--- src/rtl/tff_toggle_sched_if.sv ---
// rtl/tff_toggle_sched_if.sv - request/status bundle between requesters and the TFF toggle scheduler
interface tff_toggle_sched_if #(
  parameter int NUM_CH = 4,
  parameter int CNT_W  = 8
);
  logic [NUM_CH-1:0]       req_valid;
  logic [NUM_CH*CNT_W-1:0] req_count;
  logic [NUM_CH-1:0]       req_ready;
  logic                    abort;
  logic [NUM_CH-1:0]       tff_en;
  logic [NUM_CH-1:0]       tff_q;
  logic [NUM_CH-1:0]       busy;
  logic [NUM_CH-1:0]       done;

  // Requester side: raises requests and abort, observes the bank.
  modport master (
    output req_valid, req_count, abort,
    input  req_ready, tff_en, tff_q, busy, done
  );

  // Scheduler side.
  modport slave (
    input  req_valid, req_count, abort,
    output req_ready, tff_en, tff_q, busy, done
  );
endinterface

--- src/rtl/tff_toggle_sched.sv ---
// rtl/tff_toggle_sched.sv - round-robin toggle scheduler owning a bank of toggle flip-flops
module tff_toggle_sched #(
  parameter int NUM_CH = 4,
  parameter int CNT_W  = 8
) (
  input logic              clk,
  input logic              rst_n,
  tff_toggle_sched_if.slave bus
);

  localparam int PTR_W = (NUM_CH > 1) ? $clog2(NUM_CH) : 1;

  typedef enum logic {
    CH_IDLE   = 1'b0,
    CH_ACTIVE = 1'b1
  } ch_state_t;

  ch_state_t            state_q [NUM_CH];
  ch_state_t            state_d [NUM_CH];
  logic [CNT_W-1:0]     rem_q   [NUM_CH];
  logic [CNT_W-1:0]     rem_d   [NUM_CH];
  logic [PTR_W-1:0]     rr_q;
  logic [PTR_W-1:0]     rr_d;
  logic [NUM_CH-1:0]    en_q;
  logic [NUM_CH-1:0]    en_d;
  logic [NUM_CH-1:0]    done_q;
  logic [NUM_CH-1:0]    done_d;
  logic [NUM_CH-1:0]    q_q;

  logic [NUM_CH-1:0]    active;
  logic [NUM_CH-1:0]    busy;
  logic [NUM_CH-1:0]    ready;
  logic [NUM_CH-1:0]    accept;
  logic                 grant_valid;
  logic [PTR_W-1:0]     grant_idx;
  logic [PTR_W-1:0]     cand;

  // Channel status: a channel stays busy until its last toggle has reached the bank.
  always_comb begin
    active = '0;
    for (int i = 0; i < NUM_CH; i++) begin
      active[i] = (state_q[i] == CH_ACTIVE);
    end
    busy   = active | en_q;
    ready  = ~busy & {NUM_CH{~bus.abort}};
    accept = bus.req_valid & ready;
  end

  // Round-robin search starting just after the last granted channel.
  always_comb begin
    grant_valid = 1'b0;
    grant_idx   = '0;
    cand        = '0;
    for (int k = 1; k <= NUM_CH; k++) begin
      cand = PTR_W'((int'(rr_q) + k) % NUM_CH);
      if (!grant_valid && active[cand]) begin
        grant_valid = 1'b1;
        grant_idx   = cand;
      end
    end
  end

  // Next-state: abort wins, otherwise retire one grant and load any accepted requests.
  always_comb begin
    state_d = state_q;
    rem_d   = rem_q;
    rr_d    = rr_q;
    en_d    = '0;
    done_d  = '0;
    if (bus.abort) begin
      for (int i = 0; i < NUM_CH; i++) begin
        state_d[i] = CH_IDLE;
        rem_d[i]   = '0;
      end
    end else begin
      if (grant_valid) begin
        en_d[grant_idx]  = 1'b1;
        rr_d             = grant_idx;
        rem_d[grant_idx] = rem_q[grant_idx] - CNT_W'(1);
        // Last toggle: done is registered alongside its tff_en bit.
        if (rem_q[grant_idx] == CNT_W'(1)) begin
          state_d[grant_idx] = CH_IDLE;
          done_d[grant_idx]  = 1'b1;
        end
      end
      // An accepting channel is never the granted one: accept needs it not busy.
      for (int i = 0; i < NUM_CH; i++) begin
        if (accept[i]) begin
          rem_d[i] = bus.req_count[i*CNT_W +: CNT_W];
          if (bus.req_count[i*CNT_W +: CNT_W] == '0) begin
            done_d[i] = 1'b1;
          end else begin
            state_d[i] = CH_ACTIVE;
          end
        end
      end
    end
  end

  // Scheduler state registers.
  always_ff @(posedge clk or negedge rst_n) begin
    if (!rst_n) begin
      for (int i = 0; i < NUM_CH; i++) begin
        state_q[i] <= CH_IDLE;
        rem_q[i]   <= '0;
      end
      rr_q   <= PTR_W'(NUM_CH - 1);
      en_q   <= '0;
      done_q <= '0;
    end else begin
      state_q <= state_d;
      rem_q   <= rem_d;
      rr_q    <= rr_d;
      en_q    <= en_d;
      done_q  <= done_d;
    end
  end

  // The TFF bank: an enable already issued is applied even on an abort edge.
  always_ff @(posedge clk or negedge rst_n) begin
    if (!rst_n) begin
      q_q <= '0;
    end else begin
      q_q <= q_q ^ en_q;
    end
  end

  assign bus.req_ready = ready;
  assign bus.tff_en    = en_q;
  assign bus.tff_q     = q_q;
  assign bus.busy      = busy;
  assign bus.done      = done_q;

  a_en_onehot0: assert property (@(posedge clk) disable iff (!rst_n) $onehot0(en_q));

endmodule

--- src/flat_wrapper.sv ---
// flat-port wrapper written by rule: the top's interface ports become plain ports
module tff_toggle_sched_flat 
#(
  parameter int NUM_CH = 4,
  parameter int CNT_W  = 8
)
  (clk, rst_n, bus_req_valid, bus_req_count, bus_abort, bus_req_ready, bus_tff_en, bus_tff_q, bus_busy, bus_done);
  tff_toggle_sched_if #(.NUM_CH(NUM_CH), .CNT_W(CNT_W)) bus_i ();
  input logic clk;
  input logic rst_n;
  input wire logic [$bits(bus_i.req_valid)-1:0] bus_req_valid;
  input wire logic [$bits(bus_i.req_count)-1:0] bus_req_count;
  input wire logic [$bits(bus_i.abort)-1:0] bus_abort;
  output wire logic [$bits(bus_i.req_ready)-1:0] bus_req_ready;
  output wire logic [$bits(bus_i.tff_en)-1:0] bus_tff_en;
  output wire logic [$bits(bus_i.tff_q)-1:0] bus_tff_q;
  output wire logic [$bits(bus_i.busy)-1:0] bus_busy;
  output wire logic [$bits(bus_i.done)-1:0] bus_done;
  assign bus_i.req_valid = bus_req_valid;
  assign bus_i.req_count = bus_req_count;
  assign bus_i.abort = bus_abort;
  assign bus_req_ready = bus_i.req_ready;
  assign bus_tff_en = bus_i.tff_en;
  assign bus_tff_q = bus_i.tff_q;
  assign bus_busy = bus_i.busy;
  assign bus_done = bus_i.done;
  tff_toggle_sched #(.NUM_CH(NUM_CH), .CNT_W(CNT_W)) u_core (.clk(clk), .rst_n(rst_n), .bus(bus_i));
endmodule
--- config.mk ---
export PLATFORM = sky130hd
export DESIGN_NAME = tff_toggle_sched_flat
export DESIGN_NICKNAME = d
export VERILOG_FILES = /design/src/rtl/tff_toggle_sched_if.sv /design/src/rtl/tff_toggle_sched.sv /design/src/flat_wrapper.sv
export SDC_FILE = /design/constraint.sdc
export NUM_CORES = 1
export LEC_CHECK = 0
export CAP_MARGIN = 20
export CELL_PAD_IN_SITES_DETAIL_PLACEMENT = 1
export CELL_PAD_IN_SITES_GLOBAL_PLACEMENT = 1
export CORE_MARGIN = 1
export CORE_UTILIZATION = 40
export CTS_CLUSTER_DIAMETER = 40
export DETAILED_ROUTE_END_ITERATION = 10
export HOLD_SLACK_MARGIN = 0.03
export PLACE_DENSITY = 0.84
export RECOVER_POWER = 25
export SLEW_MARGIN = 25
export SYNTH_ARGS = -nofsm -noshare
export SYNTH_HDL_FRONTEND = slang
export SYNTH_SLANG_ARGS = --single-unit
--- constraint.sdc ---
create_clock -name clk -period 8.34 [get_ports clk]
set_clock_uncertainty 0.1 [all_clocks]
set_input_delay 1.668 -clock clk [delete_from_list [all_inputs] [get_ports clk]]
set_output_delay 1.668 -clock clk [all_outputs]
set_load 0.02 [all_outputs]
==> results by group <==
Run status
  – Status: complete, but fails checks
  – Failing checks: max-capacitance violations, max-slew violations

Setup path
  – CP Data Arrival Time: 3.18 ns
  – Crit-path max FO: 31
  – Worst path most repeated cell: clkdlybuf4s50_1
  – Startpoint type of the worst setup path: input port
  – Critical Path Sink Type: output pin
  – Critical Path RT: 6.57 ns
  – Setup CP Type: input port to output pin
  – Highest-delay cell along the critical path: clkdlybuf4s50_1
  – Critical Path Max Stage Delay: 0.56 ns
  – CP cell instances: clkdlybuf4s50_1 -> buf_4 -> nor2_1 -> clkdlybuf4s50_1

Finish
  – Area delta synth->final: 25.3%
  – ANT cells: 0
  – Fillers: 773
  – Commonest non-fill, non-tap cell in the layout: clkdlybuf4s50_1
  – Reg area: 0.00125 mm^2
  – Fraction of layout cells with a size suffix above 1: 0.100
  – Most frequent cells in the layout: 57 x clkdlybuf4s50_1, 48 x dfrtp_1, 34 x nand2_1
  – Multi-input gate area: 0.00139 mm^2
  – Nets@finish: 380
  – Core Util, Final: 0.518

Yosys
  – Synth top area share: 0.428
  – Mapped Nets: 325
  – Number of synthesized flops with an enable pin: 0
  – Yosys warns: 0
  – Largest cells by area after synthesis: dfrtp_1 43%, a22oi_1 5.6%, nand2_1 4.5%, mux4_2 3.2%, o21ai_0 3.0%
  – Syn Inst Count: 284
  – Distinct cell type count after synthesis: 50
  – Top_reg_cell synth: dfrtp_1
  – Sequential area share after synthesis: 0.446
  – Post-synth top area cell: dfrtp_1
  – Cell Area, Synth: 0.00281 mm^2
  – Yosys reg bits: 50
  – Synth Area per Inst: 9.89 um^2
  – Ys async rst share: 1.00

Power and ir drop
  – Pleak: 1.46 nW
  – Power Dens Cells: 250 mW/mm^2
  – Total Power: 0.880 mW
  – Max IR drop VDD: 0.000129 V

Min path
  – Worst min path class: register to register

Floorplan
  – Ports: 59
  – Starting Density: 0.413
  – # rows: 30
  – Die area: 0.00736 mm^2
  – Chip width: 85.8 um
  – Die H: 85.8 um
  – Core Region: 0.00679 mm^2

Route
  – Wirelength, routed: 8540 um
  – Routed len/inst: 19.6 um
  – Starting DRC count in detailed routing: 165
  – Vias/cell: 5.80
  – DRC: 0
  – Detailed Routing Iterations Pass 1: 4
  – Vias: 2528
  – Routed Antenna Nets: 0

Timing
  – Hold Fails Final Rpt: 0
  – Setup violators final: 0
  – Crit share post-route: 0.593
  – RSZ-0062 raised after global routing: no
  – Setup TNS: 0 ns
  – Slew @ Worst Pin: 2.79 ns
  – Rel. slew slack: -0.858
  – Min Tclk post-route: 4.94 ns
  – Final Slew Violations: 51
  – Max Fclk: 202 MHz

Global routing
  – Initial antenna violation count: 0
  – Gr usage total: 0.251
  – Vias in the first global route: 2723
  – Total congestion overflow: 0
  – Largest net degree at the start of global routing: 51
  – Global-route wire length before repair: 14200 um

CTS
  – Clk sinks: 50
  – Num CTS Buffers: 5
  – CTS tree: built
  – Post-CTS Resized: 0
  – Root buf cell: clkbuf_8
  – Max Root-Sink Buffers: 2
  – Clock latency on the worst-skew pair: 0.30 ns
  – CTS HTree Levels: 2
  – CTS Hold Bufs: 0
  – Post-CTS setup buffers: 0
  – CTS clk-pin slew, worst paths: 0.09 ns

Place
  – Post-detail-place hpwl: 6400 um
  – Port bufs: 58
  – Final Wtd Congestion: 0.887

Job
  – Number of max-cap violations: 1
sequential cells by signal, indices dropped and copies added, names as in the netlist:
register           count
u_core.rem_q          32
u_core.active          4
u_core.bus.done        4
u_core.bus.tff_en      4
u_core.bus.tff_q       4
u_core.rr_q            2
routing by layer:
| metal | wire, um | up-vias | part of all wire | GRT usage |
|---|---|---|---|---|
| met4 | 131 | 0 | 0.015 | 0.0833 |
| met2 | 4190 | 93 | 0.49 | 0.418 |
| li1 | - | 1157 | - | - |
| met3 | 434 | 14 | 0.051 | 0.0318 |
| met5 | 0 | - | 0 | 0 |
| met1 | 3780 | 1264 | 0.44 | 0.341 |
worst max-delay path, delay by kind of cell:
kind | cells | cell delay (ns)
buffers and inverters | 3 | 1.37
and+or+nand+nor | 1 | 0.13
power breakdown:
part | switching (mW) | internal [mW] | total (mW)
clock | 0.0801 | 0.0839 | 0.164
sequential | 0.0407 | 0.292 | 0.332
combinational | 0.231 | 0.152 | 0.383
total | 0.352 | 0.528 | 0.880
cell type report:
| type | count | area share |
|---|---|---|
| well taps | 96 | 0.0341 |
| multi-input cells | 207 | 0.396 |
| repair buffers | 60 | 0.167 |
| clock buffers | 8 | 0.0313 |
| flip-flops and latches | 50 | 0.356 |
| inverters | 15 | 0.0160 |
cells in the mapped netlist (5+ instances only):
library cell	instances
a211oi_2	5
a21oi_1	11
a221oi_1	5
a22oi_1	21
buf_6	5
dfrtp_1	48
inv_1	15
nand2_1	34
nand3_1	5
nor2_1	21
nor4_1	9
o21ai_0	17
o22ai_1	11
xor2_1	7
cells by family after synthesis:
kind of cell	after synthesis	share of synthesized area
AOI/OAI and AO/OA	91	0.238
adders and majority gates	2	0.00891
and+or+nand+nor	96	0.171
buffers and inverters	27	0.0579
xor gates and xnor gates	10	0.0312
muxes	8	0.0468
DFF	50	0.446
per-stage QoR:
step / std cells / worst slack, ns / cell area (um^2) / hold slack, ns
floorplan: 284 / 4.45 / 2810 / 0.368
finish: 436 / 3.40 / 3520 / 0.365
global route: 436 / 3.29 / 3520 / 0.383
CTS: 436 / 3.38 / 3520 / 0.373
global placement: 428 / 3.42 / 3410 / 0.352
detailed placement: 428 / 3.38 / 3410 / 0.357
worst paths after layout:
check | startpoint | endpoint | slack [ns] | cells past startpoint
worst max-delay path | bus_abort | bus_req_ready[1] | 3.40 | 4
worst min-delay path | u_core.bus.tff_q[3] | u_core.bus.tff_q[3] | 0.37 | 1
worst max register to register | u_core.rr_q[0] | u_core.rem_q[14] | 4.72 | 11
worst min register to register | u_core.bus.tff_q[3] | u_core.bus.tff_q[3] | 0.37 | 1
max in group asynchronous | rst_n | u_core.bus.tff_q[1] | 4.33 | 2
min in group asynchronous | rst_n | u_core.rem_q[9] | 2.24 | 2
Note: power is estimated with default switching activity, not from simulation.
